`src/rtl/axi_pkg.sv`:
```
// Shared AXI3 constants and the SRAM responder state type.
// Latency: none (declarations only).
// Backpressure: not applicable.
package axi_pkg;

  localparam logic [1:0] RESP_OKAY   = 2'b00;
  localparam logic [1:0] RESP_SLVERR = 2'b10;

  localparam logic [1:0] BURST_FIXED = 2'b00;
  localparam logic [1:0] BURST_INCR  = 2'b01;
  localparam logic [1:0] BURST_WRAP  = 2'b10;

  typedef enum logic [2:0] {
    IDLE,
    RD_REQ,
    RD_RESP,
    WR_DATA,
    WR_RESP
  } state_e;

endpackage

```
`src/rtl/axi_burst_addr.sv`:
```
// Next beat address of an AXI burst from the current address, size and burst type.
// Latency: purely combinational.
// Backpressure: none; the caller decides when to take the new address.
module axi_burst_addr
  import axi_pkg::*;
(
  input  logic [31:0] addr,
  input  logic [2:0]  size,
  input  logic [1:0]  burst,
  output logic [31:0] next_addr
);

  // FIXED holds the address; WRAP (and the reserved code) step like INCR,
  // wrapping naturally at 2^32.
  always_comb begin
    next_addr = addr;
    if (burst != BURST_FIXED) begin
      next_addr = addr + (32'd1 << size);
    end
  end

endmodule

```
`src/rtl/axi_sram_slave.sv`:
```
// AXI3 responder serving one burst at a time from a single-port synchronous SRAM.
// Latency: first rvalid 2 cycles after AR handshake (1 beat / 2 cycles); wready 1 cycle after AW.
// Backpressure: rvalid/bvalid hold until rready/bready; W beats accepted only while wvalid is high.
module axi_sram_slave
  import axi_pkg::*;
#(
  parameter int ADDR_W = 12,
  parameter int ID_W   = 4
) (
  input  logic              clk,
  input  logic              rstn,
  // read address
  input  logic [ID_W-1:0]   arid,
  input  logic [31:0]       araddr,
  input  logic [7:0]        arlen,
  input  logic [2:0]        arsize,
  input  logic [1:0]        arburst,
  input  logic              arvalid,
  output logic              arready,
  // read data
  output logic [ID_W-1:0]   rid,
  output logic [31:0]       rdata,
  output logic [1:0]        rresp,
  output logic              rlast,
  output logic              rvalid,
  input  logic              rready,
  // write address
  input  logic [ID_W-1:0]   awid,
  input  logic [31:0]       awaddr,
  input  logic [7:0]        awlen,
  input  logic [2:0]        awsize,
  input  logic [1:0]        awburst,
  input  logic              awvalid,
  output logic              awready,
  // write data
  input  logic [ID_W-1:0]   wid,
  input  logic [31:0]       wdata,
  input  logic [3:0]        wstrb,
  input  logic              wlast,
  input  logic              wvalid,
  output logic              wready,
  // write response
  output logic [ID_W-1:0]   bid,
  output logic [1:0]        bresp,
  output logic              bvalid,
  input  logic              bready,
  // SRAM
  output logic              ram_en,
  output logic [3:0]        ram_wen,
  output logic [ADDR_W-1:0] ram_addr,
  output logic [31:0]       ram_wdata,
  input  logic [31:0]       ram_rdata
);

  state_e          state_q, state_d;
  logic [ID_W-1:0] id_q, id_d;
  logic [31:0]     addr_q, addr_d;
  logic [7:0]      len_q, len_d;
  logic [2:0]      size_q, size_d;
  logic [1:0]      burst_q, burst_d;
  logic [7:0]      beat_q, beat_d;
  logic            err_q, err_d;
  logic            prio_rd_q, prio_rd_d;

  logic [31:0]     next_addr;
  logic            grant_rd;
  logic            last_beat;

  // wid carries no information here: responses always use the latched AW id.
  logic unused_wid;
  assign unused_wid = ^wid;

  axi_burst_addr u_burst_addr (
    .addr      (addr_q),
    .size      (size_q),
    .burst     (burst_q),
    .next_addr (next_addr)
  );

  assign last_beat = (beat_q == len_q);

  // Next-state, channel handshakes and SRAM drive for the single active burst.
  always_comb begin
    state_d   = state_q;
    id_d      = id_q;
    addr_d    = addr_q;
    len_d     = len_q;
    size_d    = size_q;
    burst_d   = burst_q;
    beat_d    = beat_q;
    err_d     = err_q;
    prio_rd_d = prio_rd_q;

    grant_rd  = 1'b0;
    arready   = 1'b0;
    awready   = 1'b0;
    rvalid    = 1'b0;
    rlast     = 1'b0;
    rid       = id_q;
    rdata     = ram_rdata;
    rresp     = RESP_OKAY;
    wready    = 1'b0;
    bvalid    = 1'b0;
    bid       = id_q;
    bresp     = err_q ? RESP_SLVERR : RESP_OKAY;
    ram_en    = 1'b0;
    ram_wen   = 4'h0;
    ram_addr  = addr_q[ADDR_W+1:2];
    ram_wdata = wdata;

    unique case (state_q)
      IDLE: begin
        // Reads win unless a write is also waiting and it is the write's turn.
        grant_rd = arvalid & (~awvalid | prio_rd_q);
        arready  = arvalid & grant_rd;
        awready  = awvalid & ~grant_rd;
        if (arready) begin
          id_d    = arid;
          addr_d  = araddr;
          len_d   = arlen;
          size_d  = arsize;
          burst_d = arburst;
          beat_d  = 8'd0;
          state_d = RD_REQ;
        end else if (awready) begin
          id_d    = awid;
          addr_d  = awaddr;
          len_d   = awlen;
          size_d  = awsize;
          burst_d = awburst;
          beat_d  = 8'd0;
          err_d   = 1'b0;
          state_d = WR_DATA;
        end
      end

      RD_REQ: begin
        ram_en  = 1'b1;
        state_d = RD_RESP;
      end

      RD_RESP: begin
        // rdata comes straight from the SRAM, which holds it until the next ram_en.
        rvalid = 1'b1;
        rlast  = last_beat;
        if (rready) begin
          if (last_beat) begin
            prio_rd_d = 1'b0;
            state_d   = IDLE;
          end else begin
            addr_d  = next_addr;
            beat_d  = beat_q + 8'd1;
            state_d = RD_REQ;
          end
        end
      end

      WR_DATA: begin
        wready = 1'b1;
        if (wvalid) begin
          ram_en  = 1'b1;
          ram_wen = wstrb;
          addr_d  = next_addr;
          if (wlast != last_beat) begin
            err_d = 1'b1;
          end
          if (last_beat) begin
            state_d = WR_RESP;
          end else begin
            beat_d = beat_q + 8'd1;
          end
        end
      end

      WR_RESP: begin
        bvalid = 1'b1;
        if (bready) begin
          err_d     = 1'b0;
          prio_rd_d = 1'b1;
          state_d   = IDLE;
        end
      end

      default: state_d = IDLE;
    endcase
  end

  // State and burst context registers; reset drops any burst in flight.
  always_ff @(posedge clk or negedge rstn) begin
    if (!rstn) begin
      state_q   <= IDLE;
      id_q      <= '0;
      addr_q    <= '0;
      len_q     <= '0;
      size_q    <= '0;
      burst_q   <= '0;
      beat_q    <= '0;
      err_q     <= 1'b0;
      prio_rd_q <= 1'b1;
    end else begin
      state_q   <= state_d;
      id_q      <= id_d;
      addr_q    <= addr_d;
      len_q     <= len_d;
      size_q    <= size_d;
      burst_q   <= burst_d;
      beat_q    <= beat_d;
      err_q     <= err_d;
      prio_rd_q <= prio_rd_d;
    end
  end

endmodule

```
`config.mk`:
```
export PLATFORM = sky130hd
export DESIGN_NAME = axi_sram_slave
export DESIGN_NICKNAME = d
export VERILOG_FILES = /design/src/rtl/axi_pkg.sv /design/src/rtl/axi_burst_addr.sv /design/src/rtl/axi_sram_slave.sv
export SDC_FILE = /design/constraint.sdc
export NUM_CORES = 1
export LEC_CHECK = 0
export ABC_AREA = 1
export BUFFER_PORTS_ARGS = -buffer_cell sky130_fd_sc_hd__buf_2
export CAP_MARGIN = 20
export CORE_ASPECT_RATIO = 2
export CORE_MARGIN = 5
export CORE_UTILIZATION = 30
export CTS_CLUSTER_SIZE = 10
export DETAILED_ROUTE_END_ITERATION = 10
export HOLD_SLACK_MARGIN = 0.08
export PLACE_DENSITY = 0.65
export SETUP_SLACK_MARGIN = 0.2
export SYNTH_ARGS = -nofsm -noshare
export SYNTH_HDL_FRONTEND = slang
export SYNTH_SLANG_ARGS = --single-unit
```
`constraint.sdc`:
```
create_clock -name clk -period 6.4 [get_ports clk]
set_clock_uncertainty 0.05 [all_clocks]
set_input_delay 0.64 -clock clk [delete_from_list [all_inputs] [get_ports clk]]
set_output_delay 0.64 -clock clk [all_outputs]
set_load 0.02 [all_outputs]
```
==> key figures <==
Clock tree
  • H-tree levels: 2
  • Cts bufs inserted: 5
  • Root buffer cell: clkbuf_16
  • Resized Gates After CTS: 0
  • Clock sink total: 44
  • Worst-Skew Late Latency: approximately 0.30 ns
  • Post-CTS repair timing setup buffer count: 0
  • Clock Path Buffers: 2
  • Hold-fix buffers at CTS: 0
  • CTS tree: built
  • Worst-path clk slew: ~0.07 ns

Global routing
  • Largest net degree at the start of global routing: between 40 and 50
  • GRT overflow: 0
  • Global-route wire length before repair: between 15 and 20 mm
  • Vias in the first global route: about 3800
  • GR Util All Layers: 0.163
  • Initial antenna violation count: 0

Setup path
  • CP endpoint kind: output port
  • CP arrival: 1.81 ns
  • R2R Setup Slk: approximately 4.0 ns
  • Worst r2r src: size_q[0]
  • Worst EP required: 5.71 ns
  • Crit path from: awvalid
  • Critical path class: primary input to output port
  • Reg-to-reg critical path endpoint: addr_q[10]
  • Setup crit end: awready
  • Worst reg2reg path depth: 14
  • CP max FO: 32
  • Startpoint Class: primary input

Floorplanning
  • I/O pins: roughly 280
  • Standard-cell rows: 59
  • Die H: 172 microns
  • Die Span X: about 91 microns
  • Core ar.: ~13000 sq um
  • Full die area: approximately 16000 sq um
  • Initial core utilization: 0.304

Drt
  • DRT Wirelength: about 13 mm
  • Vias per cell: about 4.9
  • DRC violations left: 0
  • Via Count: 3688
  • Initial drt markers: approximately 140
  • Detailed-route wire length per cell: between 15 and 20 microns
  • Router iterations before antenna repair: 4
  • Detail Route Antenna Nets: 0

STA
  • Final WS setup: about 3.9 ns
  • Worst slew margin: 0.469
  • Final Critical Period: approximately 2.5 ns
  • Final setup fails: 0
  • Unrepaired setup endpoints after global routing: no
  • Crit share post-route: 0.390
  • Fmax: roughly 400 MHz
  • Slew of the pin with the lowest slew margin: roughly 0.80 ns
  • Setup TNS: 0 ns
  • Final hold vios: 0
  • Final Max Tran Viols: 0

Layout
  • Share of cells above drive strength 1: 0.251
  • Area growth syn-to-layout: 4.25%
  • Diode count: 0
  • Final Net Count: around 790

Synthesis
  • Largest area contributor in the netlist: dfrtp_1
  • Synth Warn #: 0
  • Asr flop ratio synth: 1.00
  • Most frequent cell after synthesis: nand2_1
  • Synth Area per Inst: between 6 and 7 sq um
  • Mapped Cells: 584
  • Synth unique cells: 38
  • Top-area cell type share of the netlist area: 0.273
  • Post-synth EDFFs: 0
  • Post-Syn Area: between 3000 and 4000 sq um
  • Seq cells post-synth: 44
  • Top cells by count, synth: nand2_1 (137), buf_4 (85), nor2_1 (68)
  • Post-synthesis sequential area ratio: 0.279
  • Most used DFF post-synth: dfrtp_1
  • Top post-synthesis cells by area: dfrtp_1 (27%), buf_4 (16%), nand2_1 (13%)

Place
  • DP HPWL: between 9 and 10 mm
  • Gpl congestion: 0.856
  • PortBufs: between 100 and 150
  • DP Worst Slack: about 3.9 ns

Pwr
  • Internal power: 971 uW
  • Max IR drop VDD: ~0.21 mV
  • Switching pwr: approximately 1.1 mW
  • Clock network fraction of total power: 0.134
  • Combinational power share: 0.610
  • Pleak: approximately 2.2 nW
  • Pwr dens: roughly 510 nW/um^2
  • Sequential power share: 0.255
  • Sw Share: 0.535

Flow run
  • Maxcap violations: 0

Worst hold path
  • Hold WC Path Type: primary input to async pin

Outcome
  • Outcome: finished, final reports clean
-- metal layers --
layer  track usage  wire [microns]  vias to the layer above
met5             0               0                        -
met4         0.133             986                        0
met3        0.0213             708                      100
met2         0.310            7020                      128
met1         0.150            4110                     1658
li1              -               -                     1802
-- power by group through the flow --
| stage | clock network (mW) | logic (mW) | registers (mW) |
|---|---|---|---|
| detailed placement | 0 | 1.30 | 0.539 |
| finish | 0.280 | 1.27 | 0.533 |
| global route | 0.298 | 1.46 | 0.554 |
| floorplan | 0 | 1.13 | 0.511 |
| CTS | 0.292 | 1.30 | 0.535 |
| global placement | 0 | 1.28 | 0.537 |
-- critical path: stages --
cell     delay [ns]
buf_2          0.09
inv_1          0.06
o21ai_2        0.18
buf_4          0.40
inv_1          0.11
nor3_1         0.14
buf_2          0.19
-- logic make-up (layout without fill, tap and decap cells) --
logic type	Yosys count	after routing	synth area share
and+or+nand+nor	271	271	0.295
DFF	44	44	0.279
xor gates and xnor gates	8	8	0.0178
buffers and inverters	163	179	0.246
adders and majority gates	10	10	0.0336
other	1	3	0.000950
AOI/OAI and AO/OA	87	87	0.127
-- worst min path at each step --
stage / from / slack [ns] / endpoint
after floorplan: rstn / 0.29 / addr_q[0]
after global placement: addr_q[0] / 0.42 / addr_q[0]
after detailed placement: burst_q[1] / 0.43 / burst_q[1]
after CTS: rstn / 0.42 / addr_q[6]
after global routing: rstn / 0.44 / addr_q[4]
final: rstn / 0.38 / addr_q[5]
-- registers in the layout (all words and copies together) (netlist names) --
| register | flops |
|---|---|
| bid | 4 |
| err_q | 1 |
| size_q | 3 |
| beat_q | 8 |
| prio_rd_q | 1 |
| len_q | 8 |
| burst_q | 2 |
| state_q | 3 |
| addr_q | 14 |
-- through the flow --
step | cells | utilization | power [mW] | cell area [sq um] | hold WS, ns
2_1_floorplan | 586 | - | 1.64 | 3960 | 0.294
5_1_grt | 754 | 0.317 | 2.31 | 4120 | 0.438
3_5_place_dp | 746 | 0.305 | 1.84 | 3960 | 0.430
6_report | 754 | 0.317 | 2.09 | 4120 | 0.380
4_1_cts | 754 | 0.317 | 2.13 | 4120 | 0.419
3_3_place_gp | 746 | 0.305 | 1.81 | 3960 | 0.422
-- cell usage in the layout, fill, tap and decap left out, drive strengths merged --
cell type / count
o21bai: 1
o31ai: 1
o22ai: 12
dfrtp: 43
clkinvlp: 2
nor3: 15
xor2: 5
nor2: 73
nand4: 3
or2: 1
inv: 63
a21oi: 13
nand3b: 3
dfstp: 1
a211oi: 1
buf: 108
nor4: 1
nand3: 30
clkbuf: 6
o21ai: 59
fa: 1
conb: 3
xnor2: 3
nand2: 145
ha: 9
-- final cells by class --
class | count | area (sq um)
fillers | 1497 | 8880
multi-input cells | 379 | 1880
flip-flops and latches | 44 | 1100
repair buffers | 108 | 548
inverters | 63 | 239
well taps | 152 | 190
clock buffers | 6 | 139
clock inverters | 2 | 15.0
Power figures use the tool's default switching activity.
